**src/rtl/bike_pkg.sv**
```systemverilog
// Shared types and constants for the bike computer datapath blocks.
// The divider arbiter states and the divider error value live here.
package bike_pkg;

    localparam int WIDTH_DIV = 16;
    localparam logic [WIDTH_DIV-1:0] DIV_ERR_VALUE = '1;

    typedef enum logic [2:0] {
        IDLE,
        ISSUE,
        WAIT_BUSY,
        WAIT_READY,
        DELIVER
    } div_arb_state_t;

    // Timeout counters must hold the larger of the two limits.
    function automatic int timeout_cnt_width(input int busy_to, input int done_to);
        return $clog2((busy_to > done_to) ? busy_to : done_to) + 1;
    endfunction

endpackage

```
**src/rtl/div_arbiter_rr_picker.sv**
```systemverilog
// Combinational round-robin encoder: picks the first set request strictly
// after the last winner, wrapping around to the last winner itself.
module rr_picker
    import bike_pkg::*;
#(
    parameter int N_REQ = 3,
    parameter int IDX_W = $clog2(N_REQ)
) (
    input  logic [N_REQ-1:0] req,
    input  logic [IDX_W-1:0] last,
    output logic             grant_valid,
    output logic [IDX_W-1:0] grant_idx
);

    logic [IDX_W:0]   sum;
    logic [IDX_W-1:0] cand;

    always_comb begin
        // NOTE: every output and temporary gets a default first so no path infers a latch.
        grant_valid = 1'b0;
        grant_idx   = '0;
        sum         = '0;
        cand        = '0;
        // Walk offsets from farthest to nearest so the nearest set bit wins.
        for (int off = N_REQ; off >= 1; off--) begin
            sum = {1'b0, last} + (IDX_W+1)'(off);
            if (sum >= (IDX_W+1)'(N_REQ))
                sum = sum - (IDX_W+1)'(N_REQ);
            cand = sum[IDX_W-1:0];
            if (req[cand]) begin
                grant_valid = 1'b1;
                grant_idx   = cand;
            end
        end
    end

endmodule

```
**src/rtl/div_arbiter.sv**
```systemverilog
// Shares one sequential divider among N_REQ requesters: round-robin grant,
// start/busy/ready handshake with timeouts, one-cycle done back to the winner.
module div_arbiter
    import bike_pkg::*;
#(
    parameter int WIDTH        = WIDTH_DIV,
    parameter int N_REQ        = 3,
    parameter int BUSY_TIMEOUT = 4,
    parameter int DONE_TIMEOUT = 64
) (
    input  logic                   clk,
    input  logic                   rst,
    input  logic [N_REQ-1:0]       req,
    input  logic [N_REQ*WIDTH-1:0] req_dividend,
    input  logic [N_REQ*WIDTH-1:0] req_divisor,
    output logic [N_REQ-1:0]       ack,
    output logic [N_REQ-1:0]       done,
    output logic [WIDTH-1:0]       result,
    output logic                   err,
    output logic [WIDTH-1:0]       div_dividend,
    output logic [WIDTH-1:0]       div_divisor,
    output logic                   div_start,
    input  logic                   div_busy,
    input  logic                   div_ready,
    input  logic [WIDTH-1:0]       div_quotient
);

    localparam int IDX_W = $clog2(N_REQ);
    localparam int CNT_W = timeout_cnt_width(BUSY_TIMEOUT, DONE_TIMEOUT);
    localparam logic [CNT_W-1:0] BUSY_LAST = CNT_W'(BUSY_TIMEOUT - 1);
    localparam logic [CNT_W-1:0] DONE_LAST = CNT_W'(DONE_TIMEOUT - 1);
    localparam logic [WIDTH-1:0] ERR_RESULT = '1;

    div_arb_state_t   state;
    logic [IDX_W-1:0] last;
    logic [IDX_W-1:0] idx;
    logic [CNT_W-1:0] cnt;
    logic             need_done;

    logic             grant_valid;
    logic [IDX_W-1:0] grant_idx;
    logic [WIDTH-1:0] dividend_arr [N_REQ];
    logic [WIDTH-1:0] divisor_arr  [N_REQ];

    for (genvar i = 0; i < N_REQ; i++) begin : g_unpack
        assign dividend_arr[i] = req_dividend[i*WIDTH +: WIDTH];
        assign divisor_arr[i]  = req_divisor[i*WIDTH +: WIDTH];
    end

    rr_picker #(
        .N_REQ (N_REQ),
        .IDX_W (IDX_W)
    ) u_rr_picker (
        .req         (req),
        .last        (last),
        .grant_valid (grant_valid),
        .grant_idx   (grant_idx)
    );

    // NOTE: clocked state uses non-blocking assignments so every register sees pre-edge values.
    always_ff @(posedge clk) begin
        if (rst) begin
            state        <= IDLE;
            last         <= IDX_W'(N_REQ - 1);
            idx          <= '0;
            cnt          <= '0;
            need_done    <= 1'b0;
            ack          <= '0;
            done         <= '0;
            err          <= 1'b0;
            result       <= '0;
            div_start    <= 1'b0;
            div_dividend <= '0;
            div_divisor  <= '0;
        end else begin
            ack       <= '0;
            done      <= '0;
            div_start <= 1'b0;
            case (state)
                IDLE: begin
                    cnt <= '0;
                    if (grant_valid) begin
                        idx            <= grant_idx;
                        ack[grant_idx] <= 1'b1;
                        div_dividend   <= dividend_arr[grant_idx];
                        div_divisor    <= divisor_arr[grant_idx];
                        // A zero divisor never reaches the divider.
                        if (divisor_arr[grant_idx] == '0) begin
                            need_done <= 1'b1;
                            state     <= DELIVER;
                        end else begin
                            state <= ISSUE;
                        end
                    end
                end
                ISSUE: begin
                    div_start <= 1'b1;
                    cnt       <= '0;
                    state     <= WAIT_BUSY;
                end
                WAIT_BUSY: begin
                    if (div_ready) begin
                        done[idx] <= 1'b1;
                        result    <= div_quotient;
                        err       <= 1'b0;
                        cnt       <= '0;
                        state     <= DELIVER;
                    end else if (div_busy) begin
                        cnt   <= '0;
                        state <= WAIT_READY;
                    end else if (cnt == BUSY_LAST) begin
                        done[idx] <= 1'b1;
                        result    <= ERR_RESULT;
                        err       <= 1'b1;
                        cnt       <= '0;
                        state     <= DELIVER;
                    end else begin
                        cnt <= cnt + 1'b1;
                    end
                end
                WAIT_READY: begin
                    if (div_ready) begin
                        done[idx] <= 1'b1;
                        result    <= div_quotient;
                        err       <= 1'b0;
                        cnt       <= '0;
                        state     <= DELIVER;
                    end else if (cnt == DONE_LAST) begin
                        done[idx] <= 1'b1;
                        result    <= ERR_RESULT;
                        err       <= 1'b1;
                        cnt       <= '0;
                        state     <= DELIVER;
                    end else begin
                        cnt <= cnt + 1'b1;
                    end
                end
                DELIVER: begin
                    cnt <= '0;
                    // Divide-by-zero arrives here alongside ack, so its done goes out a cycle later.
                    if (need_done) begin
                        done[idx] <= 1'b1;
                        result    <= ERR_RESULT;
                        err       <= 1'b1;
                        need_done <= 1'b0;
                    end else begin
                        last  <= idx;
                        state <= IDLE;
                    end
                end
                default: state <= IDLE;
            endcase
        end
    end

endmodule
```
**config.mk**
```make
export PLATFORM = sky130hd
export DESIGN_NAME = div_arbiter
export DESIGN_NICKNAME = d
export VERILOG_FILES = /design/src/rtl/bike_pkg.sv /design/src/rtl/div_arbiter_rr_picker.sv /design/src/rtl/div_arbiter.sv
export SDC_FILE = /design/constraint.sdc
export NUM_CORES = 1
export LEC_CHECK = 0
export ABC_AREA = 1
export CORE_MARGIN = 3
export CORE_UTILIZATION = 46
export CTS_BUF_LIST = sky130_fd_sc_hd__clkbuf_4 sky130_fd_sc_hd__clkbuf_8
export DETAILED_ROUTE_END_ITERATION = 7
export HOLD_SLACK_MARGIN = 0.15
export PLACE_DENSITY_LB_ADDON = 0.25
export RECOVER_POWER = 100
export SKIP_LAST_GASP = 1
export SLEW_MARGIN = 40
export SYNTH_ARGS = -nofsm -noshare
export SYNTH_HDL_FRONTEND = slang
export SYNTH_SLANG_ARGS = --single-unit
```
**constraint.sdc**
```tcl
create_clock -name clk -period 4.3 [get_ports clk]
set_clock_uncertainty 0.1 [all_clocks]
set_input_delay 0.645 -clock clk [delete_from_list [all_inputs] [get_ports clk]]
set_output_delay 0.645 -clock clk [all_outputs]
set_load 0.005 [all_outputs]
```
# == Yosys cells after proc, flatten, opt, wreduce, memory -nomap -nowiden ==
# Cells that the tools add are included.
# word_totals
register_bits,71
# classes
n_eq_ne,14
reduce_logical,14
muxes,65
n_bitwise,4
n_lt_le_gt_ge,11
addsub,7
# op_table
cell,n
$mux W16,10
$bmux W16 S2,2
$pmux W16 S3,1
$mux W3,14
$mux W7,5
$pmux W7 S3,1
$mux W1,17
$logic_not A16 Y1,1
$lt A2 B3 Y1 const B,5
$pmux W3 S5,1
$mux W2,6
$ge A3 B2 Y1 const B,3
$ne A3 B3 Y1 const B,3
$pmux W3 S3,1
$ne A2 B2 Y1 const B,4
$add A7 B1 Y7 const B,1
$eq A7 B2 Y1 const B,1
$eq A7 B6 Y1 const B,1
$add A2 B2 Y3 const B,2
$bmux W1 S2,3
$eq A3 B2 Y1 const B,2
$reduce_bool A3 Y1,2
$reduce_or A3 Y1,2
$sub A2 B2 Y2 const B,3
18 further kinds,24

# == Depth between registers and ports, before layout ==
# depth
word_depth,16
mapped_depth,22
ltp_nobuf,20

# == Modules after synthesis ==
# A second synthesis with hierarchy kept.
# unflattened
cells_unflattened,506
area_unflattened_um2,3558.4
# by_module_without_submodules
module,area_each_um2,n_inst,cells_per_inst
div_arbiter,3370.7,1,470
rr_picker,187.7,1,36

# == Least setup slack after synthesis ==
# No wires, ideal clock.
# synth_path
kind,register to register
startpoint,register last[0]
endpoint,register state[0]
t_required_ns,4.068
path_buffers,2
t_arrival_ns,2.190
period_less_slack_ns,2.422
path_stages_with_launch,21
path_slack_ns,1.878
cell_sequence,dfxtp_1 -> inv_1 -> ha_1 -> buf_6 -> nand2_1 -> nand3_2 -> nand2_1 -> inv_1 -> nand2_4 -> nand2_8 -> buf_8 -> nand3_1 -> nand3_2 -> nor2_1 -> nand2_1 -> nor2_1 -> nand2_1 -> nand2_1 -> nand2_1 -> nand2_1 -> a21oi_1
# synth_via
elab_chain_cells,16
word_cells_on_any_way,34
# synth_rtl
item,line_no,source
start: declaration,div_arbiter.sv:35,logic [IDX_W-1:0] last;
start signal: assignment,div_arbiter.sv:64,last <= IDX_W'(N_REQ - 1);
start signal: assignment,div_arbiter.sv:147,last <= idx;
$add A2 B2 Y3,div_arbiter_rr_picker.sv:26,"sum = {1'b0, last} + (IDX_W+1)'(off);"
$ge A3 B2 Y1 or $sub A2 B2 Y2 (tied branches),"div_arbiter_rr_picker.sv:27, div_arbiter_rr_picker.sv:28",
$mux W2,div_arbiter_rr_picker.sv:27,if (sum >= (IDX_W+1)'(N_REQ))
$bmux W1 S2,div_arbiter_rr_picker.sv:30,if (req[cand]) begin
$mux W1 (implied by the code),div_arbiter_rr_picker.sv:30,
$mux W2 (3 in series),div_arbiter_rr_picker.sv:30,
$not A2 Y3 (implied by the code),div_arbiter.sv:88,if (divisor_arr[grant_idx] == '0) begin
$bmux W16 S2,div_arbiter.sv:88,
$mux W16 (implied by the code) (2 in series),div_arbiter.sv:88,
$logic_not A16 Y1,div_arbiter.sv:88,
$mux W3,div_arbiter.sv:88,
$mux W3,div_arbiter.sv:82,if (grant_valid) begin
$pmux W3 S5,div_arbiter.sv:79,case (state)
end signal: assignment,div_arbiter.sv:90,state <= DELIVER;
end signal: assignment,div_arbiter.sv:92,state <= ISSUE;
end signal: assignment,div_arbiter.sv:99,state <= WAIT_BUSY;
end: declaration,div_arbiter.sv:34,div_arb_state_t state;
# Parallel ways exist; a longest one is shown, timed or not. The select of a mux whose other input is x is not followed.
# A chain may end at the register's enable or synchronous reset.

# == Worst setup path after layout ==
# layout_path
startpoint,register last[0]
endpoint,register div_dividend[1]
# layout_via
elab_chain_cells,12
word_cells_on_any_way,29
# layout_rtl
item,line_no,source
$add A2 B2 Y3,div_arbiter_rr_picker.sv:26,
$ge A3 B2 Y1 or $sub A2 B2 Y2 (tied branches),"div_arbiter_rr_picker.sv:27, div_arbiter_rr_picker.sv:28",
$mux W2,div_arbiter_rr_picker.sv:27,
$bmux W1 S2,div_arbiter_rr_picker.sv:30,
$mux W1 (implied by the code),div_arbiter_rr_picker.sv:30,
$mux W2 (3 in series),div_arbiter_rr_picker.sv:30,
$not A2 Y3 (implied by the code),div_arbiter.sv:85,div_dividend <= dividend_arr[grant_idx];
$bmux W16 S2,div_arbiter.sv:85,
$mux W16 (implied by the code) (2 in series),div_arbiter.sv:85,
end signal: assignment,div_arbiter.sv:85,
end: declaration,div_arbiter.sv:20,"output logic [WIDTH-1:0] div_dividend,"
# Parallel ways exist; a longest one is shown, timed or not. The select of a mux whose other input is x is not followed.

==> impl_metrics.ini <==
[layout]
fin_area_um2 = 5620
register_area_um2 = 1420
area_growth_pct = 54.0
layout.cells.non_filler = 796
drive_gt1_share_pct = 5.60
fill_cells = 587
fin_nets = 815
antenna_cells = 0
postLayoutCoreUtil_pct = 75.0
mostFrequentLayoutCells = 117 x clkdlybuf4s50_1, 115 x nand2_1, 71 x nor2_1, 71 x dfxtp_1, 62 x inv_1
final_common_cell = clkdlybuf4s50_1
multiInputGateArea_um2 = 1830

[critical_path]
cp.buffers_inverters = 3
cp_slowest_stage_delay_ns = 0.70
arrival_ns = 3.68
start_kind = flop
reg2reg_to = div_dividend[1]$_SDFFE_PP0P_
critPathTopFamily = simple AND/OR/NAND/NOR gates
r2r-start = last[0]$_SDFFE_PP0P_
end_kind = flop
ff2ff_path_depth = 12
worst-setup-path-type = reg -> reg
crit_chain = inv_1, ha_1, inv_1, nand2_4, nand3_1, nand2_1, nand3_1, nor2_1, nor2_1, clkbuf_2, o21ai_0, a41oi_1
reg2reg_slack_ns = 0.78
cp.required_ns = 4.46
cp_max_fo = 42
cpMaxStageDelayCell = clkbuf_2

[placement]
placed_area_um2 = 5400
port_buffers = 174
place_hpwl_mm = 8.70
placed_cells = 780
routabilityCongestion = 0.913

[drt]
drc_errors = 0
drtIter0Drc = 179
antenna_left = 0
dr.pass1.iters = 5
num_vias = 4103
vias_per_cell = 5.15
drt-total-wl_mm = 11.4
avgRoutedWirePerCell_um = 14.3

[synthesis]
postSynthCellCount = 529
ys.flop_type = dfxtp_1
synth_edf_count = 0
seq_area_frac_synth_pct = 39.0
syn_area_per_cell_um2 = 6.89
yosys_warnings = 0
yosys_register_bits = 71
synth_nets = 652
synth.cell_area_um2 = 3650
ys_types = 35
synth-async-reset-ratio_pct = 0

[clock_network]
numCtsBuffers = 9
cts-resized-gates = 0
clk_pin_slew_ns = 0.07
clockBufferDepth = 2
cts_root_buf = clkbuf_8
hold_buffers = 0
clock_latency_ns = 0.34
cts_max_level = 3
postCtsSetupBuffers = 0
cts_tree = done
cts_sinks = 71

[floorplanning]
die_h_um = 95.0
pin_count = 175
start_util_pct = 48.7
core_area_um2 = 7490
rows = 31
dieArea_um2 = 9030
chipWidth_um = 95.0

[flow_run]
cap_violations = 0

[timing]
period_share_pct = 81.9
max_freq_mhz = 284
rsz0062_at_grt = false
maxSlewViolCount = 0
fin_setup_tns_ns = 0
period_needed_ns = 3.52
worst_slew_pin_slew_ns = 1.34
finalHoldViolCount = 0
max_slew_margin_pct = 10.7
setup_viol = 0

[min_path]
hold_class = reg -> reg
holdCritStartpoint = idx[0]$_SDFFE_PP0P_
worst_hold_path.num_cells = 2
holdPathEnd = done[1]$_SDFF_PP0_

[pwr]
ir_drop_uv = 295
total_power_mw = 3.04
total_leakage_power_nw = 2.62
p_per_area_nw_per_um2 = 541

[global_route]
overflow = 0
grt_first_pass_wirelength_mm = 18.0
track_usage_pct = 25.3
grt_pass1_vias = 3868
grt_max_degree = 43
grt_antenna_before_repair = 0

[status]
status = complete, no violations
==> worst register-to-register path, stage by stage, from the launching register on <==
cell	delay, ns
dfxtp_1	0.40
inv_1	0.10
ha_1	0.43
inv_1	0.17
nand2_4	0.06
nand3_1	0.10
nand2_1	0.11
nand3_1	0.09
nor2_1	0.07
nor2_1	0.67
clkbuf_2	0.70
o21ai_0	0.19
a41oi_1	0.25
==> worst max-delay path by stage <==
stage / to / slack (ns) / cells past startpoint / startpoint
CTS: state[0]$_SDFFE_PP0P_ / 1.21 / 18 / last[0]$_SDFFE_PP0P_
detailed placement: div_dividend[1]$_SDFFE_PP0P_ / 1.02 / 11 / req[1]
finish: div_dividend[1]$_SDFFE_PP0P_ / 0.78 / 12 / last[0]$_SDFFE_PP0P_
global route: div_dividend[12]$_SDFFE_PP0P_ / 0.43 / 12 / last[0]$_SDFFE_PP0P_
global placement: state[0]$_SDFFE_PP0P_ / 1.13 / 18 / req[1]
floorplan: state[0]$_SDFFE_PP0P_ / 1.88 / 20 / last[0]$_SDFFE_PP0P_
==> area by class of cell <==
type	instances	share of cell area, %
repair buffers	177	31.2
well taps	99	2.21
clock buffers	10	2.34
flip-flops and latches	71	25.3
clock inverters	6	1.94
inverters	64	4.37
multi-input cells	369	32.6
==> registers in the layout (all words and copies together), names as in the netlist <==
name	cells
ack	3
cnt	7
div_dividend	16
div_divisor	16
div_start	1
done	3
err	1
idx	2
last	2
need_done	1
result	16
state	3
==> synthesized netlist by cell type, types with 4 or more instances <==
cell type  instances  share of area (%)
nor2_1            70                7.2
nand4_1            4               0.69
clkbuf_1          13                1.3
inv_1             61                6.3
nand2_4            5                1.5
nand2_1          115                 12
dfxtp_1           71                 39
ha_1               4                1.4
buf_2              5               0.69
o21ai_0           56                7.7
nand3_1           45                6.2
nand3_2            8                2.2
a21oi_1           25                3.4
a41oi_1           16                3.8
==> where the power goes <==
part,switching [mW],internal [mW]
sequential,0.0950,0.852
combinational,0.849,0.603
clock,0.251,0.391
total,1.19,1.85
==> per-layer routing <==
layer / wire, um / share of wire [%] / GRT usage [%] / vias to the layer above
li1: - / - / - / 2060
met1: 4410 / 39 / 29.1 / 1875
met2: 5820 / 51 / 44.9 / 153
met3: 953 / 8.3 / 6.79 / 15
met4: 225 / 2.0 / 9.25 / 0
met5: 0 / 0 / 0 / -
==> through the flow <==
| stage | setup WS [ns] | hold WS, ns |
|---|---|---|
| after global routing | 0.432 | 0.408 |
| after floorplan | 1.88 | 0.352 |
| after detailed placement | 1.02 | 0.371 |
| after global placement | 1.13 | 0.372 |
| final | 0.779 | 0.385 |
| after CTS | 1.21 | 0.386 |
==> kinds of logic after synthesis <==
family	Yosys count	synth area share, %
AND/OR/NAND/NOR	258	31.9
adder cells (fa/ha/maj)	4	1.37
buffers and inverters	89	10.6
XOR/XNOR	2	0.480
AO/OA/AOI/OAI	105	16.7
flip-flops	71	39.0
No activity file was read; power rests on OpenSTA's default activity.
